## src/rtl/mips_bus_pkg.sv

```systemverilog
// Shared types for the MIPS bus arbiter: FSM states, owner encoding and the
// bus command record held while the slave stalls.
package mips_bus_pkg;

  typedef enum logic {
    IDLE = 1'b0,
    BUSY = 1'b1
  } state_t;

  localparam logic OWN_FETCH = 1'b0;
  localparam logic OWN_DATA  = 1'b1;

  typedef struct packed {
    logic [31:0] addr;
    logic        rd;
    logic        wr;
    logic [31:0] wdata;
    logic [3:0]  be;
  } bus_cmd_t;

endpackage

```

## src/rtl/bus_cmd_reg.sv

```systemverilog
// Bus command register: captures a granted command and holds it unchanged
// while the slave stalls; strobes drop once the transfer is accepted.
module bus_cmd_reg
  import mips_bus_pkg::*;
(
  input  logic     clk,
  input  logic     reset,
  input  logic     load,
  input  logic     done,
  input  bus_cmd_t cmd_in,
  output bus_cmd_t cmd
);

  always_ff @(posedge clk) begin
    if (!reset) begin
      cmd <= '0;
    end else if (load) begin
      cmd <= cmd_in;
    end else if (done) begin
      // Address/data/lanes keep their last value; only the strobes retire.
      cmd.rd <= 1'b0;
      cmd.wr <= 1'b0;
    end
  end

endmodule

```

## src/rtl/mips_bus_arbiter.sv

```systemverilog
// Shares one Avalon-style memory port between instruction fetch and MEM-stage
// data access, with bounded data priority and a drain-before-halt rule.
module mips_bus_arbiter
  import mips_bus_pkg::*;
#(
  parameter int MAX_DATA_RUN = 4
) (
  input  logic        clk,
  input  logic        reset,
  input  logic        if_req,
  input  logic [31:0] if_addr,
  output logic        if_ack,
  output logic        if_rvalid,
  output logic [31:0] if_rdata,
  input  logic        d_read,
  input  logic        d_write,
  input  logic [31:0] d_addr,
  input  logic [31:0] d_wdata,
  input  logic [3:0]  d_byteenable,
  output logic        d_ack,
  output logic        d_rvalid,
  output logic [31:0] d_rdata,
  input  logic        halt_req,
  output logic        halted,
  output logic [31:0] address,
  output logic        read,
  output logic        write,
  output logic [31:0] writedata,
  output logic [3:0]  byteenable,
  input  logic        waitrequest,
  input  logic [31:0] readdata,
  output logic        owner,
  output logic        state_dbg
);

  // Requester handshake: a requester holds req (and its addr/wdata) until it
  // sees its one-cycle ack; the command then appears on the bus next cycle
  // and stays stable while waitrequest is high.
  localparam int RW = $clog2(MAX_DATA_RUN + 1);
  localparam logic [RW-1:0] RUN_MAX = RW'(MAX_DATA_RUN);

  state_t        state, state_nxt;
  bus_cmd_t      cmd, cmd_nxt;
  logic [RW-1:0] run_cnt;
  logic          halt_latched;
  logic          d_req;
  logic          done;

  assign d_req = d_read | d_write;

  always_comb begin
    state_nxt = state;
    if_ack    = 1'b0;
    d_ack     = 1'b0;
    done      = 1'b0;
    cmd_nxt   = '0;
    case (state)
      IDLE: begin
        if (reset) begin
          if (if_req && !halt_latched && (!d_req || run_cnt == RUN_MAX)) begin
            if_ack        = 1'b1;
            cmd_nxt.addr  = if_addr;
            cmd_nxt.rd    = 1'b1;
            cmd_nxt.wr    = 1'b0;
            cmd_nxt.wdata = '0;
            cmd_nxt.be    = 4'b1111;
            state_nxt     = BUSY;
          end else if (d_req) begin
            // A simultaneous read+write is issued as a write only.
            d_ack         = 1'b1;
            cmd_nxt.addr  = d_addr;
            cmd_nxt.rd    = d_read & ~d_write;
            cmd_nxt.wr    = d_write;
            cmd_nxt.wdata = d_wdata;
            cmd_nxt.be    = d_byteenable;
            state_nxt     = BUSY;
          end
        end
      end
      BUSY: begin
        if (!waitrequest) begin
          done      = 1'b1;
          state_nxt = IDLE;
        end
      end
      default: state_nxt = IDLE;
    endcase
  end

  always_ff @(posedge clk) begin
    if (!reset) begin
      state        <= IDLE;
      run_cnt      <= '0;
      halt_latched <= 1'b0;
      owner        <= OWN_FETCH;
      if_rvalid    <= 1'b0;
      d_rvalid     <= 1'b0;
      if_rdata     <= '0;
      d_rdata      <= '0;
    end else begin
      state <= state_nxt;
      if (halt_req) halt_latched <= 1'b1;

      if (if_ack) begin
        run_cnt <= '0;
        owner   <= OWN_FETCH;
      end else if (d_ack) begin
        owner <= OWN_DATA;
        if (!if_req) run_cnt <= '0;
        else if (run_cnt != RUN_MAX) run_cnt <= run_cnt + RW'(1);
      end

      // Read data returns to whoever issued the command; the other side holds.
      if_rvalid <= done && cmd.rd && (owner == OWN_FETCH);
      d_rvalid  <= done && cmd.rd && (owner == OWN_DATA);
      if (done && cmd.rd) begin
        if (owner == OWN_FETCH) if_rdata <= readdata;
        else                    d_rdata  <= readdata;
      end
    end
  end

  bus_cmd_reg u_cmd_reg (
    .clk    (clk),
    .reset  (reset),
    .load   (if_ack | d_ack),
    .done   (done),
    .cmd_in (cmd_nxt),
    .cmd    (cmd)
  );

  assign address    = cmd.addr;
  assign read       = cmd.rd;
  assign write      = cmd.wr;
  assign writedata  = cmd.wdata;
  assign byteenable = cmd.be;
  assign halted     = halt_latched && (state == IDLE) && !d_req;
  assign state_dbg  = (state == BUSY);

endmodule

```

## config.mk

```make
export PLATFORM = sky130hd
export DESIGN_NAME = mips_bus_arbiter
export DESIGN_NICKNAME = d
export VERILOG_FILES = /design/src/rtl/mips_bus_pkg.sv /design/src/rtl/bus_cmd_reg.sv /design/src/rtl/mips_bus_arbiter.sv
export SDC_FILE = /design/constraint.sdc
export NUM_CORES = 1
export LEC_CHECK = 0
export CAP_MARGIN = 20
export CORE_MARGIN = 2
export CORE_UTILIZATION = 42
export DETAILED_ROUTE_END_ITERATION = 6
export GPL_ROUTABILITY_DRIVEN = 0
export PLACE_DENSITY = 0.91
export SLEW_MARGIN = 10
export SYNTH_ARGS = -nofsm -noshare
export SYNTH_HDL_FRONTEND = slang
export SYNTH_SLANG_ARGS = --single-unit
export TNS_END_PERCENT = 50
```

## constraint.sdc

```tcl
create_clock -name clk -period 4.7 [get_ports clk]
set_clock_uncertainty 0.05 [all_clocks]
set_input_delay 1.41 -clock clk [delete_from_list [all_inputs] [get_ports clk]]
set_output_delay 1.41 -clock clk [all_outputs]
set_load 0.02 [all_outputs]
```

Yosys cells after proc, flatten, opt, wreduce, memory -nomap -nowiden
Index checks and enable logic that the tools add are counted.
Widths: inputs -> output; s select.

word-level totals
  register bits = 142
  word-level logic and storage cells = 58
  output and inout bits = 141

cells by class
  add/subtract/negate cells = 1
  bitwise logic cells = 7
  reduce and logical (&&, ||, !) cells = 15
  muxes and demuxes = 19
  equal/unequal tests = 3

operators by type and width
  operator             number
  $mux 70              3
  $mux 1               11
  $logic_and 1x1->1    7
  $mux 3               2
  $reduce_and 2->1     3
  $mux 2               2
  $not 1->1            4
  $add 3x1->3 const B  1
  $eq 3x3->1 const B   1
  $ne 3x3->1 const B   1
  $logic_not 1->1      2
  $ne 2x1->1 const B   1
  $or 1x1->1           2
  $pmux 1 s2           1
  $reduce_bool 2->1    1
  $reduce_or 2->1      1
  $and 1x1->1          1
  $logic_or 1x1->1     1

Depth between registers and ports, before layout
Gate-level depths: netlist of run 1.

  word-level depth = 9
  depth in mapped cells = 8

By module
Synthesis of run 1 repeated with hierarchy kept, for this count alone.

unflattened totals
  cell total of the unflattened synthesis = 635
  area, all modules = 5,950.7 µm²

by module, submodules not included
  module            instances  cells each  area each (µm²)  seq. area each (µm²)
  mips_bus_arbiter  1          410         3,263.1          1,441.4
  bus_cmd_reg       1          225         2,687.6          1,401.3

Least setup slack after synthesis of run 1
No wires, ideal clock.

  path kind = input-to-output
  from = input reset
  to = output d_ack
  cell stages on the path = 4
  arrival = 2.209 ns
  slack = 1.031 ns
  cells stage by stage = nand2b_4 buf_6 nor3_2 buf_2

on the way
  cells in the longest elaborated chain, start to end = 2

ends and longest elaborated chain
  what             RTL line                text
  start, declared  mips_bus_arbiter.sv:9   input logic reset,
  $mux 1           mips_bus_arbiter.sv:59  if (reset) begin
  $mux 1           mips_bus_arbiter.sv:57  case (state)
  end, declared    mips_bus_arbiter.sv:20  output logic d_ack,

No other way between the ends.

Final worst setup path of run 1
  from = input if_req
  to = output d_ack

on the way
  cells in the longest elaborated chain, start to end = 5

ends and longest elaborated chain
  what                            RTL line                text
  start, declared                 mips_bus_arbiter.sv:10  input logic if_req,
  $logic_and 1x1->1 (2 in a row)  mips_bus_arbiter.sv:60  if (if_req && !halt_latched && (!d_req || run_cnt == RUN_MAX)) begin
  $mux 1                          mips_bus_arbiter.sv:60
  $mux 1                          mips_bus_arbiter.sv:59
  $mux 1                          mips_bus_arbiter.sv:57

No other way between the ends.

==> impl_metrics.yaml, run 1 <==
run_status:
  status: "complete, no violations"
worst_hold_path:
  hold_depth: 2
  hp-start: "if_rdata[13]$_SDFFE_PN0P_"
  holdCritPathClass: "flip-flop to flip-flop"
  worstHoldEndpoint: "if_rdata[13]$_SDFFE_PN0P_"
clock_tree:
  clockRootBuffer: "clkbuf_16"
  cts_buffers: 17
  cts_htree_levels: 4
  clock-sinks: 142
  clockBufferDepth: 2
  clk_pin_slew_worst_paths_ps: 60
  clk_latency_ps: 410
  cts_tree: "done"
  hold_buffers: 0
worst_setup_path:
  worstReg2RegStart: "run_cnt[0]$_SDFFE_PP0P_"
  critical-path-top-delay-family: "buffers and inverters"
  crit_type: "input port to output pin"
  arrival_ps: 3020
  crit_path_top_delay_cell: "clkdlybuf4s50_1"
  start_kind: "input port"
  reg2reg_slack_ps: 2830
  r2r_end: "u_cmd_reg.cmd[35]$_SDFFE_PN0P_"
  crit_fanout: 6
  max_stage_delay_ps: 660
  worstPathRequired_ps: 3240
  path_cells: "clkdlybuf4s50_1 -> and4b_1 -> nor3_4 -> clkdlybuf4s50_1"
  r2r_cells: 7
  crit_path_frequent_cell: "clkdlybuf4s50_1"
  cp-end-kind: "output pin"
  critPathLaunch: "if_req"
  crit_buf_inv: 2
placed_design:
  dpl.cell_count: 981
  place_ws_ps: 125
  dp_hpwl_um: 11900
  port_buffers: 279
  place_area_sq_mm: 0.00814
global_routing:
  track_usage_pct: 25.6
  grt-ovfl-total: 0
  antenna_found_initial: 0
  grt_max_degree: 110
  grt_pass1_vias: 5202
  grt_pass1_wl_um: 26600
sta:
  tightest_slew_ps: 950
  finalSetupViolations: 0
  hold_slack_ps: 401
  post-route-period-util_pct: 95.4
  finalHoldViolCount: 0
  slew_viol_final: 0
  worst_slack_ps: 218
  rsz0062_at_grt: "false"
  max_slew_margin_pct: 36.7
  fmax_mhz: 223
  finalSetupTns_ps: 0
  finalWorstPathRequiredPeriod_ps: 4480
cells_and_area:
  area_growth_syn_to_layout_pct: 67.0
  layout.nets: 973
  finalInstanceArea_sq_mm: 0.00879
  final_cell_mix: "276 x clkdlybuf4s50_1, 142 x dfxtp_1, 134 x nand2_1"
  stdcell_count: 1013
  layout_commonest_cell: "clkdlybuf4s50_1"
  n_antenna_cell: 0
  drive_gt1_share_pct: 6.86
logic_synthesis:
  yosysWarnings: 0
  synth-edff-count: 0
  synth_area_leaders: "dfxtp_1 54%, nand2_1 9.6%, a21boi_0 8.8%"
  syn_avg_cell_area_sq_um: 9.28
  syn_area_sq_mm: 0.00526
  synth_top_cell_by_area: "dfxtp_1"
  synth_top_area_share_pct: 54.0
  syn-instance-count: 567
  synth_cell_types: 35
  synth-seq-cells: 142
  yosysSeqAreaShare_pct: 54.0
  synthArstFlopShare_pct: 0
  synth_flop_cell: "dfxtp_1"
  syn_nets: 708
route:
  drc: 0
  wl_um: 17400
  dr.pass1.iters: 4
  routed_via_density: 5.17
  wire_per_inst_um: 17.1
  vias: 5241
  drtAntennaViolNets: 0
  drt_iter0_markers: 336
power:
  leakagePower_uw: 0.00321
  power.share.sequential_pct: 40.4
  switching_share_pct: 24.1
  internal_power_uw: 2440
  peakVddDrop_v: 0.000297
  power_density_mw_per_mm2: 366
  p_clk_share_pct: 44.7
  combPwrFrac_pct: 14.9
  p_switching_uw: 773
die:
  fp.dieH_um: 116
  die_x_um: 116
  initial_core_util_pct: 43.5
  fp-row-count: 40
  pin_count: 280
  dieArea_sq_mm: 0.0134
  core_area_sq_mm: 0.0121
flow_run:
  cap_violations: 0
-- power by group through the flow --
stage               clock network [uW]  registers, uW  logic [uW]
global placement                     0           1320         468
CTS                               1460           1300         478
finish                            1440           1300         478
detailed placement                   0           1320         473
floorplan                            0           1390         131
global route                      1520           1300         505
-- routing by layer --
layer	share of wire (%)	vias to the layer above	GRT usage [%]
met4	3.0	0	11.4
li1	-	2509	-
met2	50	230	43.8
met5	0	-	0
met3	8.0	36	8.26
met1	39	2466	29.4
-- worst reg2reg max path: stages (launching register included) --
cell	delay, ps
dfxtp_1	350
inv_1	80
ha_1	230
and4b_1	260
nor3_4	180
buf_4	390
a22oi_1	150
nor2b_1	120
-- timing repair --
| item | CTS | global route |
|---|---|---|
| setup buffers | 0 | 0 |
| hold endpoints to repair | 0 | 0 |
| resized for setup | 0 | 2 |
| endpoints found under the setup margin | 0 | 2 |
-- how the worst max path moves through the flow --
stage,slack (ps),depth (start not counted),to
floorplan,1030,4,d_ack
finish,220,4,d_ack
CTS,0.8,5,halted
global placement,120,5,if_ack
global route,160,4,d_ack
detailed placement,130,5,if_ack
-- sequential cells by signal, summed over array words and instances, names as in the netlist --
name / flops
owner: 1
d_rvalid: 1
d_rdata: 32
if_rdata: 32
u_cmd_reg.cmd: 70
state_dbg: 1
run_cnt: 3
halt_latched: 1
if_rvalid: 1
-- per-stage QoR --
step                      total power [uW]  utilization, %
after floorplan                       1520               -
after global placement                1790            67.2
after detailed placement              1800            67.2
after CTS                             3230            72.5
after global routing                  3330            72.6
final                                 3210            72.6
-- area by class of cell --
cell class / count / area (sq um)
clock buffers: 19 / 453
well taps: 168 / 210
repair buffers: 292 / 2890
clock inverters: 13 / 188
multi-input cells: 376 / 2190
fillers: 862 / 3320
flip-flops and latches: 142 / 2840
inverters: 3 / 11.3
-- cells in the mapped netlist (all sizes together) (2+ instances only) --
cell type  number
dfxtp         142
nand2         134
a21boi         64
nor2           39
o21ai          34
a221oi         32
a22o           31
clkbuf         25
buf            21
a21oi           8
and2            4
o221a           4
inv             3
nand2b          3
nor2b           3
a21o            2
ha              2
nand3           2
nand4           2
-- logic make-up after synthesis --
family	synth area share, %
AND/OR/NAND/NOR	15.1
AO/OA/AOI/OAI	25.7
flip-flops	54.0
buffers and inverters	4.71
adder cells (fa/ha/maj)	0.475
No activity file was read; power rests on OpenSTA's default activity.
==> run 2: changes to the inputs <==
--- a/config.mk
+++ b/config.mk
@@ -5,12 +5,14 @@
 export SDC_FILE = /design/constraint.sdc
 export NUM_CORES = 1
 export LEC_CHECK = 0
+export ABC_AREA = 1
 export CAP_MARGIN = 20
 export CORE_MARGIN = 2
-export CORE_UTILIZATION = 42
+export CORE_UTILIZATION = 46
 export DETAILED_ROUTE_END_ITERATION = 6
 export GPL_ROUTABILITY_DRIVEN = 0
-export PLACE_DENSITY = 0.91
+export PLACE_DENSITY = 0.93
+export SKIP_LAST_GASP = 1
 export SLEW_MARGIN = 10
 export SYNTH_ARGS = -nofsm -noshare
 export SYNTH_HDL_FRONTEND = slang
==> run 2 against run 1 <==
Area after synthesis grew 21%. Count of clock-buffer cells in the layout is the same. Worst setup slack lost 12 ps. Fmax shrank 0.26%. Highest routed layer unchanged.
==> impl_metrics.yaml, run 2 <==
run_status:
  status: "complete, no violations"
placed_design:
  dp_hpwl_um: 13700
  port_buffers: 279
  place_ws_ps: 214
sta:
  finalWorstPathRequiredPeriod_ps: 4490
  fmax_mhz: 223
  worst_slack_ps: 207
  finalHoldViolCount: 0
  tightest_slew_ps: 1070
  post-route-period-util_pct: 95.6
  slew_viol_final: 0
  hold_slack_ps: 394
  rsz0062_at_grt: "false"
  finalSetupViolations: 0
  max_slew_margin_pct: 28.8
  finalSetupTns_ps: 0
logic_synthesis:
  synth_area_leaders: "dfxtp_1 45%, nor2_1 14%, nand2_1 13%"
  yosysSeqAreaShare_pct: 44.6
  syn_avg_cell_area_sq_um: 6.51
  yosysWarnings: 0
  syn_nets: 1120
  synth-seq-cells: 142
  synth_flop_cell: "dfxtp_1"
  synthArstFlopShare_pct: 0
  synth_common_cells: "243 x nor2_1, 213 x nand2_1, 142 x dfxtp_1"
  synth_top_cell_by_area: "dfxtp_1"
  synth_top_area_share_pct: 44.6
  synth_cell_types: 23
  synth.most_common_cell: "nor2_1"
  synth-edff-count: 0
  syn-instance-count: 979
  syn_area_sq_mm: 0.00637
power:
  internal_power_uw: 2340
  combPwrFrac_pct: 19.6
  switching_share_pct: 27.9
  leakagePower_uw: 0.00428
  peakVddDrop_v: 0.000207
  p_clk_share_pct: 40.2
  power_density_mw_per_mm2: 331
  p_switching_uw: 905
  power.share.sequential_pct: 40.2
cells_and_area:
  layout_commonest_cell: "clkdlybuf4s50_1"
  num-fill-cells: 1042
  layout.nets: 1373
  seq_area_sq_mm: 0.00284
  drive_gt1_share_pct: 5.54
  n_antenna_cell: 0
  regMostFlops: "u_cmd_reg.cmd"
  area_growth_syn_to_layout_pct: 53.8
  top_regs: "u_cmd_reg.cmd (70), d_rdata (32), if_rdata (32)"
  largest_register_ffs: 70
  final_cell_mix: "278 x clkdlybuf4s50_1, 243 x nor2_1, 212 x nand2_1"
  multi_input_area_sq_mm: 0.00279
die:
  pin_count: 280
  fp.dieH_um: 122
  dieArea_sq_mm: 0.0148
  initial_core_util_pct: 46.4
  core_area_sq_mm: 0.0137
  die_x_um: 122
  fp-row-count: 43
route:
  drtAntennaViolNets: 0
  drc: 0
  dr.pass1.iters: 5
  drt_iter0_markers: 560
  wl_um: 19700
  wire_per_inst_um: 13.8
  vias: 6915
  routed_via_density: 4.85
global_routing:
  track_usage_pct: 26.1
  grt_pass1_wl_um: 30300
  antenna_found_initial: 0
  grt-ovfl-total: 0
  grt_max_degree: 109
  grt_pass1_vias: 6274
clock_tree:
  clockRootBuffer: "clkbuf_16"
  clk_pin_slew_worst_paths_ps: 60
  cts_htree_levels: 4
  hold_buffers: 0
  post_cts_buffers: 0
  cts_tree: "done"
  clk_latency_ps: 410
  cts_resized: 0
  cts_buffers: 17
  clock-sinks: 142
  clockBufferDepth: 2
worst_setup_path:
  arrival_ps: 3030
  path_cells: "clkdlybuf4s50_1 -> inv_2 -> nand2_2 -> a21oi_4 -> nand2_2 -> inv_1 -> clkdlybuf4s50_1"
  crit_buf_inv: 4
  critical-path-top-delay-family: "buffers and inverters"
  crit_type: "input port to output pin"
  max_stage_delay_ps: 680
  cp-end-kind: "output pin"
  crit_fanout: 3
  crit_path_top_delay_cell: "clkdlybuf4s50_1"
  reg2reg_slack_ps: 2160
  start_kind: "input port"
  worstPathRequired_ps: 3240
worst_hold_path:
  holdCritPathClass: "flip-flop to flip-flop"
flow_run:
  cap_violations: 0
run 2: changes by cell type in the layout (fill, tap and decap cells not counted), sizes merged, moves of 31 or more:
cell	delta
a22o	-31
a221oi	-32
inv	+123
a21oi	+34
nor2	+208
nand3	+74
a21boi	-63
nand2	+84
run 2: power by group through the flow:
stage	sequential [uW]	clock (uW)	combinational [uW]
after CTS	1310	1330	636
after floorplan	1410	0	249
after global routing	1310	1380	695
after global placement	1330	0	621
final	1310	1310	635
after detailed placement	1330	0	631
run 2: metrics by stage:
stage / cells / instance area (sq um) / util, % / total power [uW]
floorplan: 979 / 6370 / - / 1650
global placement: 1393 / 9220 / 67.2 / 1950
detailed placement: 1393 / 9220 / 67.2 / 1960
CTS: 1425 / 9800 / 71.4 / 3270
global route: 1425 / 9800 / 71.4 / 3390
finish: 1425 / 9800 / 71.4 / 3250
run 2: layout make-up:
class / count / area share, %
timing repair buffer: 294 / 29.6
sequential: 142 / 29.0
inverter: 122 / 4.67
multi-input combinational: 655 / 28.5
tap: 180 / 2.30
clock inverter: 13 / 1.29
clock buffer: 19 / 4.62
run 2: worst reg2reg max path: stages, from the launching register on:
cell and delay [ps]:
dfxtp_1 570, inv_2 350, nor2_2 280, nand3_2 490, buf_4 410, o21ai_0 210
a21oi_1 70
run 2: cell families (layout without fill, tap and decap cells):
family / Yosys count / count (layout) / share of synthesized area, %
simple gates: 545 / 545 / 34.3
compound gates: 108 / 108 / 8.97
fa+ha+maj: 2 / 2 / 0.393
buf+inv: 182 / 448 / 11.7
flops: 142 / 142 / 44.6
run 2: final timing paths:
kind                           startpoint                        to  cells after the start
setup / recovery                  d_write                    if_ack                      7
hold / removal    d_rdata[1]$_SDFFE_PN0P_   d_rdata[1]$_SDFFE_PN0P_                      2
setup reg to reg     state_dbg$_SDFF_PN0_  d_rdata[25]$_SDFFE_PN0P_                      6
hold reg to reg   d_rdata[1]$_SDFFE_PN0P_   d_rdata[1]$_SDFFE_PN0P_                      2
run 2: per-layer routing:
layer,vias up,part of all wire (%),track usage [%]
met3,29,9.2,8.57
met2,316,50,46.7
met4,0,1.9,8.91
li1,3497,-,-
met1,3073,39,29.1
met5,-,0,0
